$ cat src/rtl/fir_sequencer_pkg.sv
// Shared filter package: default geometry and the sequencer state encoding.
package fir_sequencer_pkg;

  localparam int unsigned FIR_NTAPS = 65;
  localparam int unsigned FIR_AW    = 7;

  localparam int unsigned ST_W = 3;

  localparam logic [ST_W-1:0] ST_CLEAR = 3'd0;
  localparam logic [ST_W-1:0] ST_IDLE  = 3'd1;
  localparam logic [ST_W-1:0] ST_WRITE = 3'd2;
  localparam logic [ST_W-1:0] ST_ISSUE = 3'd3;
  localparam logic [ST_W-1:0] ST_DRAIN = 3'd4;
  localparam logic [ST_W-1:0] ST_DONE  = 3'd5;

endpackage

$ cat src/rtl/fir_addr_wrap.sv
// Modulo-NTAPS address helpers: (a-b) mod NTAPS and (a+1) mod NTAPS.
module fir_addr_wrap #(
  parameter int unsigned NTAPS = 65,
  parameter int unsigned AW    = 7
) (
  input  logic [AW-1:0] a,
  input  logic [AW-1:0] b,
  output logic [AW-1:0] diff,
  output logic [AW-1:0] inc
);

  localparam int unsigned XW = AW + 1;

  logic [XW-1:0] d_raw;
  logic [XW-1:0] i_raw;

  // One extra bit holds a+NTAPS-b (< 2*NTAPS) without wrapping.
  always_comb begin
    d_raw = XW'(a) + XW'(NTAPS) - XW'(b);
    if (d_raw >= XW'(NTAPS)) d_raw = d_raw - XW'(NTAPS);
    i_raw = XW'(a) + XW'(1);
    if (i_raw >= XW'(NTAPS)) i_raw = '0;
    diff = AW'(d_raw);
    inc  = AW'(i_raw);
  end

endmodule

$ cat src/rtl/fir_sequencer.sv
// FIR control sequencer: clears the delay line, writes samples into a circular
// buffer and walks NTAPS taps per sample for the external MAC datapath.
module fir_sequencer
  import fir_sequencer_pkg::*;
#(
  parameter int unsigned NTAPS = FIR_NTAPS,
  parameter int unsigned AW    = FIR_AW
) (
  input  logic          clock,
  input  logic          reset,
  input  logic          endata,
  input  logic          ovr_clr,
  output logic          dl_we,
  output logic          zero_sel,
  output logic [AW-1:0] wr_addr,
  output logic [AW-1:0] rd_addr,
  output logic [AW-1:0] coefaddress,
  output logic          mac_clr,
  output logic          mac_en,
  output logic          dout_load,
  output logic          busy,
  output logic          overrun
);

  if ((64'd1 << AW) < 64'(NTAPS)) begin : g_bad_aw
    $error("fir_sequencer: AW too small for NTAPS");
  end

  localparam logic [AW-1:0] K_LAST = AW'(NTAPS - 1);

  logic [ST_W-1:0] st, st_nxt;
  logic [AW-1:0]   k, k_nxt;
  logic [AW-1:0]   head, head_nxt;
  logic [AW-1:0]   newest, newest_nxt;
  logic [AW-1:0]   rd_nxt, inc_val;
  logic            live;
  logic            ovr_set;
  logic            issue_v;

  logic            dl_we_n, zero_sel_n, mac_clr_n, dout_load_n, busy_n, issue_n;
  logic [AW-1:0]   wr_addr_n, rd_addr_n, coef_n;

  // Distinguishes the reset-held period from the first CLEAR cycle.
  always_comb begin
    st_nxt  = st;
    k_nxt   = k;
    ovr_set = 1'b0;
    if (live) begin
      case (st)
        ST_CLEAR: begin
          ovr_set = endata;
          if (k == K_LAST) begin
            st_nxt = ST_IDLE;
            k_nxt  = '0;
          end else begin
            k_nxt = k + AW'(1);
          end
        end
        ST_IDLE:  if (endata) st_nxt = ST_WRITE;
        ST_WRITE: begin
          ovr_set = endata;
          st_nxt  = ST_ISSUE;
          k_nxt   = '0;
        end
        ST_ISSUE: begin
          ovr_set = endata;
          if (k == K_LAST) begin
            st_nxt = ST_DRAIN;
            k_nxt  = '0;
          end else begin
            k_nxt = k + AW'(1);
          end
        end
        ST_DRAIN: begin
          ovr_set = endata;
          st_nxt  = ST_DONE;
        end
        ST_DONE:  st_nxt = endata ? ST_WRITE : ST_IDLE;
        default: begin
          st_nxt = ST_CLEAR;
          k_nxt  = '0;
        end
      endcase
    end
  end

  assign newest_nxt = (live && st == ST_WRITE) ? head : newest;
  // In WRITE newest_nxt equals head, so the shared incrementer also advances head.
  assign head_nxt   = (live && st == ST_WRITE) ? inc_val : head;

  fir_addr_wrap #(
    .NTAPS (NTAPS),
    .AW    (AW)
  ) u_wrap (
    .a    (newest_nxt),
    .b    (k_nxt),
    .diff (rd_nxt),
    .inc  (inc_val)
  );

  // Outputs for the upcoming cycle, decoded from the next state.
  always_comb begin
    dl_we_n     = 1'b0;
    zero_sel_n  = 1'b0;
    wr_addr_n   = '0;
    rd_addr_n   = '0;
    coef_n      = '0;
    mac_clr_n   = 1'b0;
    dout_load_n = 1'b0;
    issue_n     = 1'b0;
    busy_n      = (st_nxt != ST_IDLE);
    case (st_nxt)
      ST_CLEAR: begin
        dl_we_n    = 1'b1;
        zero_sel_n = 1'b1;
        wr_addr_n  = k_nxt;
      end
      ST_WRITE: begin
        dl_we_n   = 1'b1;
        wr_addr_n = head_nxt;
      end
      ST_ISSUE: begin
        issue_n   = 1'b1;
        coef_n    = k_nxt;
        rd_addr_n = rd_nxt;
        mac_clr_n = (k_nxt == '0);
      end
      ST_DONE:  dout_load_n = 1'b1;
      default:  ;
    endcase
  end

  always_ff @(posedge clock or negedge reset) begin
    if (!reset) begin
      st          <= ST_CLEAR;
      k           <= '0;
      head        <= '0;
      newest      <= '0;
      live        <= 1'b0;
      issue_v     <= 1'b0;
      dl_we       <= 1'b0;
      zero_sel    <= 1'b0;
      wr_addr     <= '0;
      rd_addr     <= '0;
      coefaddress <= '0;
      mac_clr     <= 1'b0;
      mac_en      <= 1'b0;
      dout_load   <= 1'b0;
      busy        <= 1'b0;
      overrun     <= 1'b0;
    end else begin
      st          <= st_nxt;
      k           <= k_nxt;
      head        <= head_nxt;
      newest      <= newest_nxt;
      live        <= 1'b1;
      issue_v     <= issue_n;
      dl_we       <= dl_we_n;
      zero_sel    <= zero_sel_n;
      wr_addr     <= wr_addr_n;
      rd_addr     <= rd_addr_n;
      coefaddress <= coef_n;
      mac_clr     <= mac_clr_n;
      mac_en      <= issue_v;
      dout_load   <= dout_load_n;
      busy        <= busy_n;
      overrun     <= ovr_set | (overrun & ~ovr_clr);
    end
  end

endmodule

$ cat config.mk
export PLATFORM = sky130hd
export DESIGN_NAME = fir_sequencer
export DESIGN_NICKNAME = d
export VERILOG_FILES = /design/src/rtl/fir_sequencer_pkg.sv /design/src/rtl/fir_addr_wrap.sv /design/src/rtl/fir_sequencer.sv
export SDC_FILE = /design/constraint.sdc
export NUM_CORES = 1
export LEC_CHECK = 0
export ABC_AREA = 1
export CORE_AREA = 4 4 77 79
export DETAILED_ROUTE_END_ITERATION = 16
export DIE_AREA = 0 0 81 83
export PLACE_DENSITY = 0.76
export SETUP_SLACK_MARGIN = 0.4
export SLEW_MARGIN = 15
export SYNTH_ARGS = -nofsm -noshare
export SYNTH_HDL_FRONTEND = slang
export SYNTH_SLANG_ARGS = --single-unit
$ cat constraint.sdc
create_clock -name clock -period 4.3 [get_ports clock]
set_input_delay 0.645 -clock clock [delete_from_list [all_inputs] [get_ports clock]]
set_output_delay 0.645 -clock clock [all_outputs]
set_load 0.01 [all_outputs]
### After elaboration in Yosys (flattened, before gate mapping)

Index checks and enable logic that the tools add are counted.
W data, S select, Z words.

| word-level totals | value |
|---|---|
| output and inout port bits | 28 |
| bits of input ports | 4 |
| RAM bits | 0 |
| bits in latches | 0 |
| memory bits (read-only) | 0 |
| flip-flop bits (word level) | 54 |
| memories | 0 |

| operators by class | value |
|---|---|
| multiplexer cells | 23 |
| reductions and logical operators | 8 |
| multipliers | 0 |
| bitwise operators | 3 |
| equal/unequal tests | 10 |
| shift-type cells | 0 |
| $add $sub $neg | 5 |
| divide/modulo/power cells | 0 |
| order comparisons | 2 |

Operator list:

| kind | count |
|---|---|
| $mux W7 | 8 |
| $pmux W7 S2 | 2 |
| $pmux W3 S6 | 1 |
| $ge A8 B7 Y1 const B | 2 |
| $eq A3 B2 Y1 const B | 4 |
| $mux W3 | 4 |
| $eq A3 B3 Y1 const B | 3 |
| $add A7 B1 Y8 const B | 1 |
| $add A7 B7 Y8 const B | 1 |
| $sub A8 B7 Y8 | 1 |
| $add A7 B1 Y7 const B | 1 |
| $eq A7 B7 Y1 const B | 1 |
| $logic_not A7 Y1 | 1 |
| $mux W1 | 7 |
| $sub A7 B7 Y7 const B | 1 |
| $logic_not A3 Y1 | 2 |
| $reduce_or A2 Y1 | 2 |
| $reduce_or A4 Y1 | 1 |
| $eq A3 B1 Y1 const B | 1 |
| $ne A3 B1 Y1 const B | 1 |
| $reduce_or A3 Y1 | 1 |
| $mux W2 | 1 |
| $and A1 B1 Y1 | 1 |
| $logic_and A1 B1 Y1 | 1 |
| 2 further kinds | 2 |

### Longest topological paths before layout

| depth | value |
|---|---|
| depth in word-level cells | 8 |
| depth in mapped cells | 24 |
| gate-level depth less buffers | 24 |

### Modules after synthesis

From an unflattened synthesis, not the netlist that was laid out.

| second synthesis, totals | value |
|---|---|
| cells, all modules | 398 |
| area, all modules | 3,319.4 sq um |

By module, submodules not included:

| module | area an instance (sq um) | cells each | instances |
|---|---|---|---|
| fir_sequencer | 2,457.4 | 262 | 1 |
| fir_addr_wrap | 862.1 | 136 | 1 |

### Worst setup path after synthesis

OpenSTA, ideal clock, no wires.

| path | value |
|---|---|
| path type | flip-flop to flip-flop |
| from | register k[0] |
| to | register rd_addr[0] |
| required time | 4.180 ns |
| cell stages (with the launch flop) | 22 |
| path slack | 0.712 ns |
| arrival time | 3.468 ns |
| buffers on the path | 0 |
| cells stage by stage | dfrtp_1 > inv_1 > ha_1 > inv_1 > nor3_1 > nand2_1 > nand3_1 > inv_1 > a22oi_1 > inv_1 > ha_1 > inv_1 > ha_1 > inv_1 > fa_1 > o21ai_0 > xnor2_1 > nand3_1 > o21ai_1 > nand2_1 > o21ai_0 > nor2_1 |

| on the way | value |
|---|---|
| longest elaborated chain between the ends | 8 |
| elaborated cells between the ends (all ways) | 15 |

RTL lines:

| item | line | source |
|---|---|---|
| start, declared | fir_sequencer.sv:32 | `logic [AW-1:0] k, k_nxt;` |
| start signal, assigned | fir_sequencer.sv:153 | `k <= k_nxt;` |
| $add A7 B1 Y7 / $eq A7 B7 Y1 (equally long branches) | n/a |  |
| $mux W7 * | fir_sequencer.sv:52, fir_sequencer.sv:67 |  |
| $pmux W7 S2 * | fir_sequencer.sv:49 | `case (st)` |
| $mux W7 * | fir_sequencer.sv:48 | `if (live) begin` |
| net k_nxt[1] | fir_sequencer.sv:32 |  |
| $sub A8 B7 Y8 * | fir_addr_wrap.sv:19 | `d_raw = XW'(a) + XW'(NTAPS) - XW'(b);` |
| $ge A8 B7 Y1 * | fir_addr_wrap.sv:20 | `if (d_raw >= XW'(NTAPS)) d_raw = d_raw - XW'(NTAPS);` |
| $mux W7 * | fir_addr_wrap.sv:20 |  |
| $mux W7 * | fir_sequencer.sv:112 | `case (st_nxt)` |
| net rd_addr_n[0] | fir_sequencer.sv:41 | `logic [AW-1:0] wr_addr_n, rd_addr_n, coef_n;` |
| end signal, assigned | fir_sequencer.sv:161 | `rd_addr <= rd_addr_n;` |
| end, declared | fir_sequencer.sv:16 | `output logic [AW-1:0] rd_addr,` |

The timed path passes the listed nets; every way through them passes the cells marked *.

### Worst setup path in the final report

| path | value |
|---|---|
| from | register k[0] |
| to | register rd_addr[2] |

The elaborated chain is that of the path after synthesis.

==> metrics list <==
* Number of enable-type register cells in the synthesized netlist: 0
- Pin count of the biggest net entering global routing: 55
* CTS Root Buffer Type: clkbuf_8
- Antenna violations before repair: 0
- Number of synthesized register bits: 54
* Final clock period utilization by the worst path: 86.5%
- Max-cap violations in this run came to 0.
- The number of cells on the worst reg-to-reg path is 18.
- Cell type with the highest aggregate area in the netlist: dfrtp_1
- By area the synthesized netlist is led by dfrtp_1 (47%), nand2_1 (11%), ha_1 (8.2%).
* Reg-to-reg slack, setup: about 580 ps
* Data required time of the critical path: 4510 ps
* GRT Resource Usage Total: 19.3%
- Clock buffers created by TritonCTS: 5
* Maximum level of the CTS H-tree: 2
- Final WL: 6240 µm
- Number of slew-limit violations in the final report: 0
- Slowest CP cell: dfrtp_1
- Path length in cells of the critical path: 18
- The via count of the first global-routing pass is 2,260.
* IR Drop Worst-Case VDD: 0.000448 V
- Chip height: about 83 µm
* Cell family with the largest share of critical-path delay: compound AO/OA/AOI/OAI gates
- TritonRoute pass-1 iters: 4
* Clock tree from TritonCTS: done
* Worst setup path category: reg -> reg
- The total overflow left after global routing is 0.
- STA classifies the critical path startpoint as a register.
- Final setup slack of the worst path: 581 ps
- Compared with the post-synthesis result, the final layout area differs by 21.7%.
- Final setup viols: 0
- Measured against its own limit, the worst slew margin works out to 55.1%.
- The floorplan step set the die width to 81 µm.
* Clock buffer depth: 2
- The flow ran to the end, and the final reports show no timing, DRC or antenna violations.
* Critical path cell sequence: buf_4 > ha_1 > nand2_1 > inv_1 > nand2_1 > xor2_1 > o22ai_1 > inv_1 > ha_1 > ha_1 > a21oi_1 > o21ai_2 > xnor2_1 > nand3_2 > o21ai_4 > nand2_2 > a21oi_1 > nor2_1
- Crit end category: register
- The min-delay analysis places its worst path in the category reg -> reg.
* DP Wirelength: around 4500 µm
* Total number of vias: 2,365
- Critical Path Sink: rd_addr[2]
* Area of the placeable core: 5340 µm²
- Layout Nets: a little over 400
* Global-route wire length before repair: 10,400 µm
* Final Hold Fails: 0
- Setup repair after global routing left no endpoint under its margin.
- For the pin with the worst max-slew slack, the measured transition is 674 ps.
- The floorplan has 27 rows.
* Remaining design rule violation count: 0
- The share of the Yosys chip area taken by registers is between 40% and 50%.
- Share of flip-flops with an asynchronous set or reset after synthesis: 100%
- Hold_buf cts: 0
* Floorplan die area: 6720 µm²
- Top-level port count: 32
- Share of Yosys cell area claimed by the top area cell type: a little under half
- Along the worst path, the maximum fanout reaches 5.
- The initial utilization of the core area, before any placement, comes to between 50 and 60%.
- The most numerous cell type found on the critical path is ha_1.
- The most used flip-flop cell after synthesis is dfrtp_1.
- Clock-pin slew was measured on the worst setup and hold paths at 100 ps.
- The endpoint identified for the worst register-to-register timing path is rd_addr[2].
- Port buffering added 31 buffers.
- Between clock sinks in the finished design, the worst skew comes to 5.97 ps.
- The most critical setup path has its startpoint at k[0].
* Vias/cell: ~5
- During synthesis, Yosys emitted a total of 0 warnings.
- Number of cells produced by synthesis: 340
- Starting DRC count in detailed routing: 134
- Library cells used by synthesis: 36
- Post-Syn Area: 2890 µm²
- Clock latency on the worst-skew pair, taken at its later pin, is 310 ps.
- After layout, the minimum clock period comes to 3720 ps.
- Cells with a size suffix above 1 make up 13.6% of the layout.
- Sinks on the clock net: 54
* Number of nets in the synthesized netlist: 364
- At the end of routability-driven placement, the weighted congestion stood at 0.912.
* Antenna diode count: 0
- Number of nets still failing antenna checks after routing: 0
* Final total negative setup slack: 0 ps
- Before CTS, the worst setup slack after placement is 189 ps.
- For this design the static power due to leakage is 0.00181 µW.
- Per-cell routed wire length: 13.5 µm
- In this design, the stage delay of the slowest critical-path cell is 410 ps.
- Counting both buffers and inverters, the worst setup path holds a total of 3.
- In this run the critical register-to-register path is launched from k[0].
- Ratio of total power to cell area: 676 nW/µm²
- For this run, the top clock speed supported by timing is 0.269 GHz.
- Per-instance average area after synthesis: 8.50 µm²
- At the worst endpoint, the arrival time is 3930 ps.
layer usage:
| metal | vias to the layer above | routed length [µm] | track usage (%) |
|---|---|---|---|
| li1 | 1174 | - | - |
| met1 | 1130 | 2780 | 26.7 |
| met2 | 54 | 3150 | 31.7 |
| met3 | 7 | 228 | 2.60 |
| met4 | 0 | 78 | 5.22 |
| met5 | - | 0 | 0 |
how the worst min path moves through the flow:
stage / startpoint / endpoint / slack, ps / cells after the start
after global placement: issue_v / mac_en / 330 / 0
after floorplan: issue_v / mac_en / 330 / 0
after detailed placement: issue_v / mac_en / 340 / 0
final: issue_v / mac_en / 360 / 0
after CTS: issue_v / mac_en / 360 / 0
after global routing: issue_v / mac_en / 370 / 0
worst register-to-register path: stages (launching register included):
cell,delay (ps)
dfrtp_1,410
buf_4,130
ha_1,160
nand2_1,60
inv_1,80
nand2_1,90
xor2_1,160
o22ai_1,280
inv_1,170
ha_1,330
ha_1,350
a21oi_1,200
o21ai_2,100
xnor2_1,310
nand3_2,190
o21ai_4,280
nand2_2,120
a21oi_1,140
nor2_1,60
placed cells by master, fill, tap and decap left out, types with 2 or more instances in the layout:
master / n
inv_1: 46
o21ai_1: 5
dfrtp_1: 53
o21ai_2: 4
buf_4: 11
nand2_2: 4
xor2_2: 2
o22ai_1: 2
nor3_1: 4
o21ai_0: 9
nor2_1: 28
ha_1: 19
nand4_1: 4
nand2_1: 84
clkdlybuf4s50_1: 30
nand3b_1: 2
inv_2: 7
nor2_8: 2
xnor2_1: 2
clkbuf_8: 5
xor2_1: 6
a21oi_1: 9
nand3_2: 2
nand3_1: 23
nor2_2: 3
report_power, final:
group	switching [µW]	leakage [µW]	internal, µW
registers	68.5	0.000722	609
logic	852	0.00104	566
clock network	167	0.0000452	115
sequential cells by signal, summed over array words and instances, names as in the netlist, 3 cells and up:
register	cells
rd_addr	7
wr_addr	7
k	7
coefaddress	7
st	3
newest	7
head	7
logic make-up after synthesis:
group,synth area share [%]
compound gates,7.75
xor+xnor,3.59
fa+ha+maj,8.92
buf+inv,7.45
flops,46.8
other cells,0.130
simple gates,25.4
Yosys cell counts, drive strengths merged, types with 3 or more instances:
library cell / count
xor2: 8
nand4: 4
xnor2: 3
inv: 53
dfrtp: 54
nand3: 26
nand2: 89
o21ai: 19
ha: 19
nor3: 5
a21oi: 9
nor2: 33
layout make-up:
type                    count  area (µm²)
repair buffers             42         388
clock inverters             2        13.8
flip-flops and latches     54        1350
clock buffers               6        72.6
multi-input cells         232        1400
inverters                  53         199
fillers                   454        1820
well taps                  72        90.1
metrics by stage:
stage / hold WS (ps) / instances / total power, µW / cell area (µm²) / utilization, %
after floorplan: 331 / 340 / 1540 / 2890 / -
after global placement: 332 / 444 / 1830 / 3290 / 61.7
after detailed placement: 336 / 444 / 1860 / 3290 / 61.7
after CTS: 358 / 452 / 2170 / 3390 / 63.5
after global routing: 372 / 461 / 2580 / 3520 / 65.9
final: 357 / 461 / 2380 / 3520 / 65.9
timing repair:
item | 4_1_cts | 5_1_grt
buffers inserted | 0 | 8
resized for setup | 4 | 17
gates cloned | 0 | 1
endpoints found under the setup margin | 6 | 7
pin swaps | 0 | 3
Note: power is estimated with default switching activity, not from simulation.
